`config.mk`:
```
export PLATFORM = sky130hd
export DESIGN_NAME = uart_tx_sched
export DESIGN_NICKNAME = d
export VERILOG_FILES = /design/src/rtl/uart_tx_sched_pkg.sv /design/src/rtl/uart_tx_sched_arb.sv /design/src/rtl/uart_tx_sched.sv
export SDC_FILE = /design/constraint.sdc
export NUM_CORES = 1
export LEC_CHECK = 0
export ABC_AREA = 1
export CORE_UTILIZATION = 40
export DETAILED_ROUTE_END_ITERATION = 12
export DONT_BUFFER_PORTS = 1
export GPL_TIMING_DRIVEN = 0
export PLACE_DENSITY = 0.56
export RECOVER_POWER = 100
export SLEW_MARGIN = 25
export SYNTH_ARGS = -nofsm -noshare
export SYNTH_HDL_FRONTEND = slang
export SYNTH_HIERARCHICAL = 1
export SYNTH_SLANG_ARGS = --single-unit
```
`constraint.sdc`:
```
create_clock -name clk -period 2.6 [get_ports clk]
set_input_delay 0.26 -clock clk [delete_from_list [all_inputs] [get_ports clk]]
set_output_delay 0.26 -clock clk [all_outputs]
set_load 0.02 [all_outputs]
```
`src/rtl/uart_tx_sched_pkg.sv`:
```
// ----------------------------------------------------------------------------
// uart_tx_sched_pkg
// Shared types and helpers for the UART TX scheduler.
//   sched_state_t : scheduler FSM state encoding (IDLE=0 .. GAP=4)
//   idx_w()       : bits needed to index n items (minimum 1)
// ----------------------------------------------------------------------------
package uart_tx_sched_pkg;

    typedef enum logic [2:0] {
        ST_IDLE      = 3'd0,
        ST_ISSUE     = 3'd1,
        ST_WAIT_BUSY = 3'd2,
        ST_WAIT_DONE = 3'd3,
        ST_GAP       = 3'd4
    } sched_state_t;

    function automatic int unsigned idx_w(input int unsigned n);
        return (n > 1) ? $clog2(n) : 1;
    endfunction

endpackage

```
`src/rtl/uart_tx_sched_arb.sv`:
```
// ----------------------------------------------------------------------------
// rr_arbiter_comb
// Combinational round-robin winner select: rotate the request vector so that
// position ptr becomes bit 0, pick the lowest set bit, rotate the index back.
// Ports:
//   req    [N-1:0]  request vector
//   ptr    [IW-1:0] highest-priority position (must be < N)
//   onehot [N-1:0]  one-hot winner (all zero when no request)
//   idx    [IW-1:0] winner index
// ----------------------------------------------------------------------------
module rr_arbiter_comb
    import uart_tx_sched_pkg::*;
#(
    parameter int unsigned N  = 4,
    parameter int unsigned IW = idx_w(N)
) (
    input  logic [N-1:0]  req,
    input  logic [IW-1:0] ptr,
    output logic [N-1:0]  onehot,
    output logic [IW-1:0] idx
);

    localparam logic [IW:0] NW = (IW+1)'(N);

    logic [2*N-1:0] w_dbl;
    logic [N-1:0]   w_rot;
    logic [IW-1:0]  w_off;
    logic [IW:0]    w_sum;
    logic           w_hit;

    always_comb begin
        // Doubling the vector turns the rotation into a plain slice, which
        // keeps the wrap correct for non-power-of-two N.
        w_dbl  = {req, req};
        w_rot  = w_dbl[ptr +: N];
        w_off  = '0;
        w_hit  = 1'b0;
        for (int unsigned i = 0; i < N; i++) begin
            if (!w_hit && w_rot[i]) begin
                w_hit = 1'b1;
                w_off = IW'(i);
            end
        end
        w_sum = {1'b0, w_off} + {1'b0, ptr};
        if (w_sum >= NW) begin
            w_sum = w_sum - NW;
        end
        idx    = w_sum[IW-1:0];
        onehot = '0;
        if (w_hit) begin
            onehot[idx] = 1'b1;
        end
    end

endmodule

```
`src/rtl/uart_tx_sched.sv`:
```
// ----------------------------------------------------------------------------
// uart_tx_sched
// Round-robin scheduler sharing one UART transmitter among NUM_REQ producers.
// Grants one requester per frame, latches its byte/parity, pulses
// tx_data_valid, follows tx_busy to frame end, then idles GAP_CYCLES clocks.
//
// Optional feature (macro UART_TX_SCHED_TIMEOUT_EN): if tx_busy does not rise
// within TIMEOUT_CYCLES clocks of the issue, set sticky tx_err and return to
// IDLE. Without the macro tx_err is tied low.
//
// Ports:
//   clk, rst_n      clock (rising) / synchronous active-low reset
//   req_valid       per-requester byte pending
//   req_data        packed bytes, requester i at [i*DATA_W +: DATA_W]
//   req_par_en      per-requester parity enable
//   req_ack         one-hot one-cycle accept pulse
//   tx_busy         transmitter busy
//   tx_p_data       latched byte to transmitter
//   tx_data_valid   one-cycle issue pulse
//   tx_par_en       latched parity enable
//   grant_id        index of current/last grant
//   active          high from ISSUE until GAP ends
//   tx_err          sticky busy-rise timeout flag
// ----------------------------------------------------------------------------
module uart_tx_sched
    import uart_tx_sched_pkg::*;
#(
    parameter int unsigned NUM_REQ        = 4,
    parameter int unsigned DATA_W         = 8,
    parameter int unsigned GAP_CYCLES     = 2,
    parameter int unsigned TIMEOUT_CYCLES = 16
) (
    input  logic                       clk,
    input  logic                       rst_n,
    input  logic [NUM_REQ-1:0]         req_valid,
    input  logic [NUM_REQ*DATA_W-1:0]  req_data,
    input  logic [NUM_REQ-1:0]         req_par_en,
    output logic [NUM_REQ-1:0]         req_ack,
    input  logic                       tx_busy,
    output logic [DATA_W-1:0]          tx_p_data,
    output logic                       tx_data_valid,
    output logic                       tx_par_en,
    output logic [$clog2(NUM_REQ)-1:0] grant_id,
    output logic                       active,
    output logic                       tx_err
);

    localparam int unsigned IW       = idx_w(NUM_REQ);
    localparam int unsigned GW       = idx_w(GAP_CYCLES);
    localparam logic [GW-1:0] GAP_LOAD = GW'((GAP_CYCLES > 0) ? GAP_CYCLES - 1 : 0);

    sched_state_t         r_state;
    logic [IW-1:0]        r_rr_ptr;
    logic [IW-1:0]        r_grant;
    logic [GW-1:0]        r_gap_cnt;
    logic [DATA_W-1:0]    r_data;
    logic                 r_par;
    logic                 r_dv;
    logic [NUM_REQ-1:0]   r_ack;
    logic                 r_active;

    logic [NUM_REQ-1:0]   w_onehot;
    logic [IW-1:0]        w_idx;

`ifdef UART_TX_SCHED_TIMEOUT_EN
    localparam int unsigned TW = idx_w(TIMEOUT_CYCLES);
    localparam logic [TW-1:0] TO_LAST = TW'(TIMEOUT_CYCLES - 1);
    logic [TW-1:0]        r_to_cnt;
    logic                 r_err;
`endif

    rr_arbiter_comb #(
        .N  (NUM_REQ),
        .IW (IW)
    ) u_arb (
        .req    (req_valid),
        .ptr    (r_rr_ptr),
        .onehot (w_onehot),
        .idx    (w_idx)
    );

    always_ff @(posedge clk) begin
        if (!rst_n) begin
            r_state   <= ST_IDLE;
            r_rr_ptr  <= '0;
            r_grant   <= '0;
            r_gap_cnt <= '0;
            r_data    <= '0;
            r_par     <= 1'b0;
            r_dv      <= 1'b0;
            r_ack     <= '0;
            r_active  <= 1'b0;
`ifdef UART_TX_SCHED_TIMEOUT_EN
            r_to_cnt  <= '0;
            r_err     <= 1'b0;
`endif
        end else begin
            r_dv  <= 1'b0;
            r_ack <= '0;
            case (r_state)
                ST_IDLE: begin
                    if (|req_valid) begin
                        r_data   <= req_data[w_idx*DATA_W +: DATA_W];
                        r_par    <= req_par_en[w_idx];
                        r_grant  <= w_idx;
                        // Pulses are registered here so they are high
                        // during the ISSUE cycle itself.
                        r_dv     <= 1'b1;
                        r_ack    <= w_onehot;
                        r_active <= 1'b1;
                        r_state  <= ST_ISSUE;
`ifdef UART_TX_SCHED_TIMEOUT_EN
                        r_to_cnt <= '0;
`endif
                    end
                end
                ST_ISSUE: begin
                    r_rr_ptr <= (r_grant == IW'(NUM_REQ - 1)) ? '0 : r_grant + 1'b1;
                    r_state  <= ST_WAIT_BUSY;
`ifdef UART_TX_SCHED_TIMEOUT_EN
                    r_to_cnt <= r_to_cnt + 1'b1;
`endif
                end
                ST_WAIT_BUSY: begin
                    if (tx_busy) begin
                        r_state <= ST_WAIT_DONE;
                    end
`ifdef UART_TX_SCHED_TIMEOUT_EN
                    // Counter started at ISSUE, so the flag lands exactly
                    // TIMEOUT_CYCLES clocks after the issue cycle.
                    else if (r_to_cnt == TO_LAST) begin
                        r_err    <= 1'b1;
                        r_active <= 1'b0;
                        r_state  <= ST_IDLE;
                    end else begin
                        r_to_cnt <= r_to_cnt + 1'b1;
                    end
`endif
                end
                ST_WAIT_DONE: begin
                    if (!tx_busy) begin
                        if (GAP_CYCLES == 0) begin
                            r_active <= 1'b0;
                            r_state  <= ST_IDLE;
                        end else begin
                            r_gap_cnt <= GAP_LOAD;
                            r_state   <= ST_GAP;
                        end
                    end
                end
                ST_GAP: begin
                    if (r_gap_cnt == '0) begin
                        r_active <= 1'b0;
                        r_state  <= ST_IDLE;
                    end else begin
                        r_gap_cnt <= r_gap_cnt - 1'b1;
                    end
                end
                default: begin
                    r_state <= ST_IDLE;
                end
            endcase
        end
    end

    assign req_ack       = r_ack;
    assign tx_p_data     = r_data;
    assign tx_data_valid = r_dv;
    assign tx_par_en     = r_par;
    assign grant_id      = r_grant;
    assign active        = r_active;
`ifdef UART_TX_SCHED_TIMEOUT_EN
    assign tx_err        = r_err;
`else
    assign tx_err        = 1'b0;
`endif

endmodule

```
==> results.txt, run 1 <==
outcome -> finished clean
startpoint type of the worst setup path -> flip-flop
first-pass GRT wire length -> 5140 um
endpoints failing setup -> 0
Buffers on Ports -> 0
GP Congestion -> 0.751
Achievable Freq -> 427 MHz
total of max-cap violations -> 0
Syn Area/Cell -> 6.59 um^2
Primary FF master, synth -> dfxtp_1
cell family with most CP delay -> simple AND/OR/NAND/NOR gates
Congestion Overflow GR -> 0
DRT Wirelength -> 3280 um
relative slew slack -> 64.8%
# clock sinks -> 23
die area -> 0.00368 mm^2
Die Span X -> 60.7 um
Synth async-reset ratio -> 0%
required time worst endpoint -> 2.82 ns
Buffers & Inverters on Critical Path -> 2
Crit Path Class -> flip-flop to flip-flop
worst path arrival time -> 2.56 ns
Seq/Total Area, Yosys -> 33.4%
vias in the first global route -> 1185
FILL cells -> 342
worst-path maximum fanout -> 12
Vias -> 1329
Die Height -> 60.7 um
final setup margin -> 0.255 ns
Peak supply drop -> 0.379 mV
largest net degree at the start of global routing -> 14
DR vias/cell -> 5.15
DRT antenna net count -> 0
power per cell area -> 938 mW/mm^2
Clock Path Buffers -> 2
GRT Total Usage -> 18.8%
area of the multi-input gates -> 771 um^2
skew final -> 0.00495 ns
total power -> 1.37 mW
max incr delay on CP -> 0.42 ns
TritonCTS clock tree -> built
clock slew at the register clock pins of the worst setup and hold paths -> 0.13 ns
DRC Markers -> 0
final hold viol count -> 0
Syn Inst Count -> 209
ANT cells -> 0
initial antenna violation count -> 0
site row count -> 20
Period minus WS final -> 2.34 ns
CTS buffer count -> 3
Unique masters post-synth -> 27
HPWL after DPL -> 2570 um
hold crit path type -> input pin to flip-flop
Area growth syn-to-layout -> 6.18%
EDFF count, synth -> 0
Initial Util -> 43.7%
top-level I/O count -> 61
CTS Root Cell -> clkbuf_4
DR iter-0 viols -> 113
leakage power -> 0.645 nW
Synth Register Bits -> 23
critical path cell sequence -> inv_2, nand2_1, nand3_1, nand2_1, nand3_1, a21boi_0, ha_1, xnor2_1, nand3_2, nand2_4, clkinvlp_4, o21ai_0, o22ai_1, nor2_1, nor2_1
# hold bufs at CTS -> 0
wire per inst -> 12.7 um
Core Footprint -> 0.00315 mm^2
worst-skew pair later-pin latency -> 0.31 ns
Reg area -> 463 um^2
htree depth -> 1
fin. max-slew vios -> 0
Layout Nets -> 260
share of cells above drive strength 1 -> 15.0%
CP max stage cell -> dfxtp_2
YS warnings -> 6
synthesized area -> 0.00138 mm^2
crit end category -> flip-flop
Tcrit/Tclk final -> 90.2%
Net Count, Synth -> 254
Setup Total Neg Slack -> 0 ns
DR pass1 iterations -> 4
Least-Margin Pin Slew -> 0.528 ns
DP Worst Slack -> 0.163 ns
[layout make-up]
cell class	instances	share of cell area [%]
multi-input combinational	156	52.7
clock inverter	1	0.342
timing repair buffer	1	0.513
clock buffer	3	1.54
tap	44	3.76
sequential	23	31.7
buffer	6	2.82
inverter	24	6.67
[cells in the final DEF, fill, tap and decap left out, types with 2 or more instances in the layout]
master     n
nand3_1   14
buf_4      3
nand2_4    2
dfxtp_1   21
o21ai_0   24
inv_2      4
clkbuf_4   3
nor2_2     4
clkinv_2   2
dfxtp_2    2
o22ai_1    9
o21ai_1    8
inv_1     17
buf_2      3
nor2_1    45
ha_1       2
a21oi_1   10
nand2_2    3
nand2_1   28
[logic make-up after synthesis]
kind of cell,after synthesis,share of synthesized area [%]
adders and majority gates,2,1.82
buffers and inverters,30,9.81
AOI/OAI and AO/OA,53,21.3
DFF,23,33.4
and+or+nand+nor,99,32.8
xor gates and xnor gates,1,0.636
other,1,0.272
[through the flow]
stage                     hold slack, ns  utilization [%]  cell area [um^2]  cells
after global placement             0.411             45.4              1430    253
after CTS                         0.0596             46.3              1460    257
after global routing              0.0602             46.4              1460    258
after floorplan                    0.398                -              1380    209
after detailed placement           0.408             45.4              1430    253
final                             0.0720             46.4              1460    258
[metal layers]
metal	global-route usage, %	share of wire (%)
met1	23.3	45
met2	33.8	48
met3	2.56	6.4
met4	5.84	0.46
met5	0	0
[worst paths after layout]
kind / from / endpoint / slack, ns / cells after the start
worst max-delay path: r_rr_ptr[0] / tx_p_data[7] / 0.26 / 15
worst min register to register: r_gap_cnt / r_gap_cnt / 0.47 / 2
worst min-delay path: rst_n / r_rr_ptr[0] / 0.07 / 2
worst max register to register: r_rr_ptr[0] / tx_p_data[7] / 0.26 / 15
[registers in the layout, indices dropped and copies added (netlist names)]
signal / flops
active: 1
grant_id: 2
r_gap_cnt: 1
r_rr_ptr: 2
r_state: 3
req_ack: 4
tx_data_valid: 1
tx_p_data: 8
tx_par_en: 1
[repair_timing]
| action | in CTS | in global routing |
|---|---|---|
| resized for setup | 0 | 3 |
| setup buffers | 0 | 1 |
| setup endpoints to repair | 0 | 9 |
[power breakdown]
| group | leakage, nW | switching, mW | total, mW | internal (mW) |
|---|---|---|---|---|
| combinational | 0.436 | 0.408 | 0.635 | 0.227 |
| sequential | 0.191 | 0.142 | 0.572 | 0.430 |
| clock | 0.0177 | 0.108 | 0.166 | 0.0574 |
| total | 0.645 | 0.658 | 1.37 | 0.715 |
[cell usage after synthesis (2+ instances only)]
master	count	share of area, %
ha_1	2	1.8
nand2_2	3	1.4
nand2_1	28	7.6
dfxtp_1	23	33
nor2_1	45	12
a21oi_1	9	3.3
inv_2	4	1.1
o21ai_1	8	2.9
buf_4	2	1.1
inv_1	18	4.9
o22ai_1	9	4.1
nand2_4	2	1.6
nor2_2	4	1.8
nand3_1	14	5.1
buf_2	3	1.1
o21ai_0	24	8.7
(Power assumes the default switching activity.)
==> inputs of run 2 (changes only) <==
--- a/config.mk
+++ b/config.mk
@@ -5,14 +5,14 @@
 export SDC_FILE = /design/constraint.sdc
 export NUM_CORES = 1
 export LEC_CHECK = 0
-export ABC_AREA = 1
+export CAP_MARGIN = 20
 export CORE_UTILIZATION = 40
 export DETAILED_ROUTE_END_ITERATION = 12
 export DONT_BUFFER_PORTS = 1
 export GPL_TIMING_DRIVEN = 0
 export PLACE_DENSITY = 0.56
 export RECOVER_POWER = 100
-export SLEW_MARGIN = 25
+export SLEW_MARGIN = 20
 export SYNTH_ARGS = -nofsm -noshare
 export SYNTH_HDL_FRONTEND = slang
 export SYNTH_HIERARCHICAL = 1
==> run 2 against run 1 <==
- core utilization down 0.79 points
- fmax down 0.80%
- critical endpoint is now tx_p_data[3]
- highest routed layer unchanged
- cell count shrank 28%
==> results.txt, run 2 <==
outcome -> finished clean
Finished Layout Cells -> 185 (-28%)
cts repair resizes -> 1 (+1)
top-level I/O count -> 61 (unchanged)
DR iter-0 viols -> 22 (-81%)
fin. max-slew vios -> 0 (unchanged)
DRT Wirelength -> 2970 um (-9.6%)
Synth Area in Simple Gates -> 20.8% (-12 points)
relative slew slack -> 66.7% (+1.9 points)
Congestion Overflow GR -> 0 (unchanged)
largest area contributor in the netlist -> dfxtp_1
Syn Inst Count -> 137 (-34%)
Primary FF master, synth -> dfxtp_1
endpoints failing setup -> 0 (unchanged)
synthesized area -> 0.00137 mm^2 (-0.36%)
EDFF count, synth -> 0 (unchanged)
Area growth syn-to-layout -> 4.74%
leakage power -> 0.511 nW (-21%)
Period minus WS final -> 2.36 ns (+0.0189 ns)
CTS Root Cell -> clkbuf_4
ANT cells -> 0 (unchanged)
HPWL after DPL -> 2340 um (-9.3%)
Synth async-reset ratio -> 0% (unchanged)
share of cells above drive strength 1 -> 19.1% (+4.2 points)
clock slew at the register clock pins of the worst setup and hold paths -> 0.13 ns (about the same)
YS warnings -> 6 (unchanged)
unrepaired setup endpoints after global routing -> false
final setup margin -> 0.237 ns (-0.0189 ns)
hold wc startpoint -> tx_busy
# clock sinks -> 23 (unchanged)
Vias -> 1060 (-20%)
post-synthesis adder-cell area fraction -> 1.82% (+0.0066 points)
Synth top area share -> 33.5% (+0.12 points)
Achievable Freq -> 423 MHz (-0.80%)
Core Footprint -> 0.00315 mm^2 (unchanged)
DR pass1 iterations -> 4 (unchanged)
GRT Total Usage -> 16.5% (-2.3 points)
Synth Area in Compound Gates -> 16.4% (-4.8 points)
TritonCTS clock tree -> built
startpoint type of the worst setup path -> flip-flop
htree depth -> 1 (unchanged)
GP Congestion -> 0.713 (-5.0%)
Peak supply drop -> 0.239 mV (-37%)
post-CTS setup buffer count -> 0 (unchanged)
Synth Register Bits -> 23 (unchanged)
Die Span X -> 60.6 um (-0.17%)
count leader, synth -> dfxtp_1
Layout Nets -> 187 (-28%)
Buffers on Ports -> 0 (unchanged)
Hold WS -> 0.104 ns (+0.0324 ns)
Syn Area/Cell -> 10.0 um^2 (+52%)
DRT antenna net count -> 0 (unchanged)
# hold bufs at CTS -> 0 (unchanged)
most frequent cells in the layout -> dfxtp_1, nand2_1, mux4_2, o2bb2ai_1, nor2_1
total of max-cap violations -> 0 (unchanged)
commonest non-fill, non-tap cell in the layout -> dfxtp_1
DR vias/cell -> 5.73 (+11%)
Net Count, Synth -> 182 (-28%)
Tcrit/Tclk final -> 90.9% (+0.73 points)
Unique masters post-synth -> 40 (+48%)
power per cell area -> 734 mW/mm^2 (-22%)
CTS buffer count -> 3 (unchanged)
site row count -> 20 (unchanged)
DP Worst Slack -> -0.122 ns (-0.285 ns)
vias in the first global route -> 974 (-18%)
Synth Area in XOR/XNOR -> 1.91% (+1.3 points)
Synth area leaders -> dfxtp_1, mux4_2, o2bb2ai_1
largest family of logic cells by synthesized area -> simple AND/OR/NAND/NOR gates
Clock Path Buffers -> 2 (unchanged)
die area -> 0.00367 mm^2 (-0.35%)
Initial Util -> 43.5% (-0.16 points)
skew final -> 0.0102 ns (+0.00521 ns)
max reg flops -> 8 (unchanged)
wire per inst -> 16.0 um (+26%)
Worst R2R Start -> r_rr_ptr[0]
most frequent cells after synthesis -> dfxtp_1, nand2_1, mux4_2, nor2_1, o2bb2ai_1
DRC Markers -> 0 (unchanged)
largest net degree at the start of global routing -> 14 (unchanged)
final hold viol count -> 0 (unchanged)
first-pass GRT wire length -> 4340 um (-16%)
dpl cells -> 181 (-28%)
worst-path maximum fanout -> 10 (-2)
Crit Path Class -> flip-flop to flip-flop
crit end category -> flip-flop
Least-Margin Pin Slew -> 0.496 ns (-0.0326 ns)
initial antenna violation count -> 0 (unchanged)
worst-skew pair later-pin latency -> 0.32 ns (about the same)
post-synthesis mux area share -> 19.9% (+20 points)
post-route cell area -> 0.00144 mm^2 (-1.7%)
placed cell area -> 0.00143 mm^2 (-0.35%)
hold crit path type -> input pin to flip-flop
required time worst endpoint -> 2.80 ns (-0.02 ns)
Seq/Total Area, Yosys -> 33.5% (+0.12 points)
Crit. Startpoint -> r_rr_ptr[0]
Die Height -> 60.6 um (-0.17%)
worst path arrival time -> 2.57 ns (about the same)
[run 2: final cells by class]
class                           instances  area, um^2
Fill cell                             335        1720
Multi-Input combinational cell        102         827
Sequential cell                        23         460
Buffer                                  9        56.3
Tap cell                               44        55.1
Clock buffer                            3        22.5
Inverter                                3        11.3
Clock inverter                          1        5.00
[run 2: report_power, final]
group | internal, mW | switching [mW] | total [mW]
Sequential | 0.411 | 0.0984 | 0.509
Clock | 0.0577 | 0.112 | 0.169
Combinational | 0.196 | 0.180 | 0.377
[run 2: critical path, stage by stage, from the launching register on]
cell and delay [ns]:
dfxtp_1 0.40, buf_6 0.15, nand2_1 0.05, o22ai_1 0.15, nand2_1 0.07, o211ai_1 0.11, ha_1 0.23, xnor2_1 0.18
xnor2_1 0.14, buf_2 0.27, mux4_2 0.35, o2bb2ai_1 0.14
[run 2: worst paths after layout]
path	end	slack, ns	depth (start not counted)
max	tx_p_data[3]	0.24	11
min	r_state[0]	0.10	2
min reg2reg	r_gap_cnt	0.53	2
max reg2reg	tx_p_data[3]	0.24	11
[run 2: cell families (layout without fill, tap and decap cells)]
logic type / after synthesis / in the layout
xor+xnor: 3 / 3
simple gates: 50 / 50
mux: 16 / 16
fa+ha+maj: 2 / 2
compound gates: 30 / 30
other cells: 1 / 1
flops: 23 / 23
buf+inv: 12 / 16
[run 2: per-layer routing]
layer	part of all wire (%)	GRT usage (%)	vias up
li1	-	-	516
met1	37	16.0	486
met2	51	31.6	53
met3	9.5	3.84	5
met4	2.2	9.74	0
met5	0	0	-
[run 2: metrics by stage]
step / total power [mW] / utilization, % / TNS [ns]
4_1_cts: 1.08 / 46.2 / 0
3_5_place_dp: 0.906 / 45.3 / -0.992
6_report: 1.06 / 45.6 / 0
2_1_floorplan: 0.837 / - / 0
3_3_place_gp: 0.894 / 45.3 / -0.610
5_1_grt: 1.12 / 45.6 / 0
==> inputs of run 3 (changes only) <==
--- a/config.mk
+++ b/config.mk
@@ -6,7 +6,9 @@
 export NUM_CORES = 1
 export LEC_CHECK = 0
 export CAP_MARGIN = 20
+export CORE_ASPECT_RATIO = 1.75
 export CORE_UTILIZATION = 40
+export CTS_BUF_LIST = sky130_fd_sc_hd__clkbuf_8
 export DETAILED_ROUTE_END_ITERATION = 12
 export DONT_BUFFER_PORTS = 1
 export GPL_TIMING_DRIVEN = 0
==> run 3 against run 2 <==
- sequential share of layout area is 0.39 points lower
- setup slack better by 0.029 ns
- register-to-register slack improved by 0.03 ns
- critical endpoint is now tx_p_data[5]
- largest power group unchanged
==> results.txt, run 3 (synthesis results as in run 2) <==
total power -> 1.10 mW (+4.3%)
share of cells above drive strength 1 -> 19.1% (unchanged)
hold crit path type -> input pin to flip-flop
Clock Path Buffers -> 2 (unchanged)
DR iter-0 viols -> 8 (-64%)
outcome -> finished clean
DR pass1 iterations -> 4 (unchanged)
dpl cells -> 180 (-0.55%)
hold wc startpoint -> tx_busy
worst-path maximum fanout -> 10 (unchanged)
Initial Util -> 42.8% (-0.76 points)
Die Span X -> 46.3 um (-24%)
relative slew slack -> 65.7% (-0.96 points)
DR vias/cell -> 5.83 (+1.7%)
GP Congestion -> 0.718 (+0.66%)
Congestion Overflow GR -> 0 (unchanged)
fin. max-slew vios -> 0 (unchanged)
Buffers & Inverters on Critical Path -> 2 (unchanged)
cell family with most CP delay -> buffers and inverters
Finished Layout Cells -> 184 (-0.54%)
vias in the first global route -> 1079 (+11%)
unrepaired setup endpoints after global routing -> false
CTS buffer count -> 3 (unchanged)
commonest non-fill, non-tap cell in the layout -> dfxtp_1
max incr delay on CP -> 0.34 ns (-0.06 ns)
Crit Path Class -> flip-flop to flip-flop
largest net degree at the start of global routing -> 14 (unchanged)
Reg2Reg Capture Point -> tx_p_data[5]
Area growth syn-to-layout -> 6.02%
worst-skew pair later-pin latency -> 0.26 ns (-0.06 ns)
HPWL after DPL -> 2330 um (-0.44%)
Worst R2R Start -> r_rr_ptr[0]
Stages on worst setup path -> 10 (-1)
hold endpoint -> r_state[0]
DRT Wirelength -> 2840 um (-4.2%)
FILL cells -> 341 (+1.8%)
# hold bufs at CTS -> 0 (unchanged)
first-pass GRT wire length -> 4500 um (+3.6%)
CP dominant cell by count -> xnor2_1
leakage power -> 0.519 nW (+1.5%)
FF-to-FF setup slack -> 0.27 ns (+0.03 ns)
Core Footprint -> 0.00321 mm^2 (+1.8%)
Period minus WS final -> 2.33 ns (-0.0287 ns)
CP max stage cell -> dfxtp_1
GRT Total Usage -> 16.3% (-0.26 points)
Die Height -> 79.5 um (+31%)
TritonCTS clock tree -> built
Crit. Startpoint -> r_rr_ptr[0]
crit end category -> flip-flop
initial antenna violation count -> 0 (unchanged)
worst path arrival time -> 2.48 ns (-0.09 ns)
Tcrit/Tclk final -> 89.8% (-1.1 points)
DP Worst Slack -> -0.0806 ns (+0.0415 ns)
critical path cell sequence -> buf_6, nor4_1, a21oi_1, o211ai_1, ha_1, xnor2_1, xnor2_1, buf_2, mux4_2, o2bb2ai_1
Hold Path Depth -> 2 (unchanged)
final hold viol count -> 0 (unchanged)
most frequent cells in the layout -> dfxtp_1, nand2_1, mux4_2, o2bb2ai_1, nor2_1
Reg2Reg Depth -> 10 (-1)
htree depth -> 1 (unchanged)
end-of-flow core utilization -> 45.3% (-0.25 points)
wire per inst -> 15.4 um (-3.7%)
top-level I/O count -> 61 (unchanged)
Peak supply drop -> 0.306 mV (+28%)
final setup margin -> 0.265 ns (+0.0287 ns)
CTS Root Cell -> clkbuf_8
startpoint type of the worst setup path -> flip-flop
max reg flops -> 8 (unchanged)
DRT antenna net count -> 0 (unchanged)
Reg area -> 460 um^2 (unchanged)
required time worst endpoint -> 2.75 ns (-0.05 ns)
site row count -> 27 (+35%)
Buffers on Ports -> 0 (unchanged)
endpoints failing setup -> 0 (unchanged)
Least-Margin Pin Slew -> 0.510 ns (+0.0143 ns)
DRC Markers -> 0 (unchanged)
Layout Nets -> 187 (unchanged)
die area -> 0.00368 mm^2 (+0.24%)
area of the multi-input gates -> 827 um^2 (unchanged)
Achievable Freq -> 428 MHz (+1.2%)
clock slew at the register clock pins of the worst setup and hold paths -> 0.08 ns (-0.05 ns)
total of max-cap violations -> 0 (unchanged)
Vias -> 1072 (+1.1%)
skew final -> 0.00157 ns (-0.00859 ns)
ANT cells -> 0 (unchanged)
power per cell area -> 757 mW/mm^2 (+3.1%)
# clock sinks -> 23 (unchanged)
## run 3: cell types whose count changed in the layout (fill, tap and decap cells not counted)
cell and delta:
clkbuf_8 +3, clkbuf_4 -3
## run 3: area by class of cell
| type | instances | area share, % |
|---|---|---|
| multi-input cells | 102 | 56.8 |
| inverters | 3 | 0.774 |
| plain buffers | 9 | 3.87 |
| flip-flops and latches | 23 | 31.6 |
| clock buffers | 3 | 2.84 |
| well taps | 43 | 3.70 |
| clock inverters | 1 | 0.344 |
## run 3: power by group
part / total [mW] / switching [mW] / internal (mW)
clock: 0.219 / 0.112 / 0.107
combinational: 0.374 / 0.177 / 0.197
sequential: 0.508 / 0.0972 / 0.411
## run 3: routing by layer
layer / up-vias / global-route usage [%] / wire length, um
li1: 518 / - / -
met1: 508 / 15.6 / 976
met2: 44 / 32.0 / 1620
met3: 2 / 2.49 / 215
met4: 0 / 5.29 / 23
met5: - / 0 / 0
## run 3: repair_timing
item / 4_1_cts / 5_1_grt
setup endpoints to repair: 6 / 0
buffers inserted: 0 / 0
resized for setup: 1 / 0
## run 3: worst max path at each step
| stage | endpoint | slack [ns] |
|---|---|---|
| 2_1_floorplan | tx_p_data[4] | 0.25 |
| 3_3_place_gp | tx_p_data[0] | -0.05 |
| 3_5_place_dp | tx_p_data[5] | -0.08 |
| 4_1_cts | tx_p_data[0] | 0.24 |
| 5_1_grt | tx_p_data[7] | 0.10 |
| 6_report | tx_p_data[5] | 0.27 |
## run 3: metrics by stage
step           hold slack (ns)  instance area [um^2]  setup TNS, ns
4_1_cts                  0.176                  1470              0
5_1_grt                  0.205                  1460              0
6_report                 0.185                  1460              0
3_3_place_gp             0.430                  1430         -0.378
2_1_floorplan            0.427                  1370              0
3_5_place_dp             0.453                  1430         -0.669
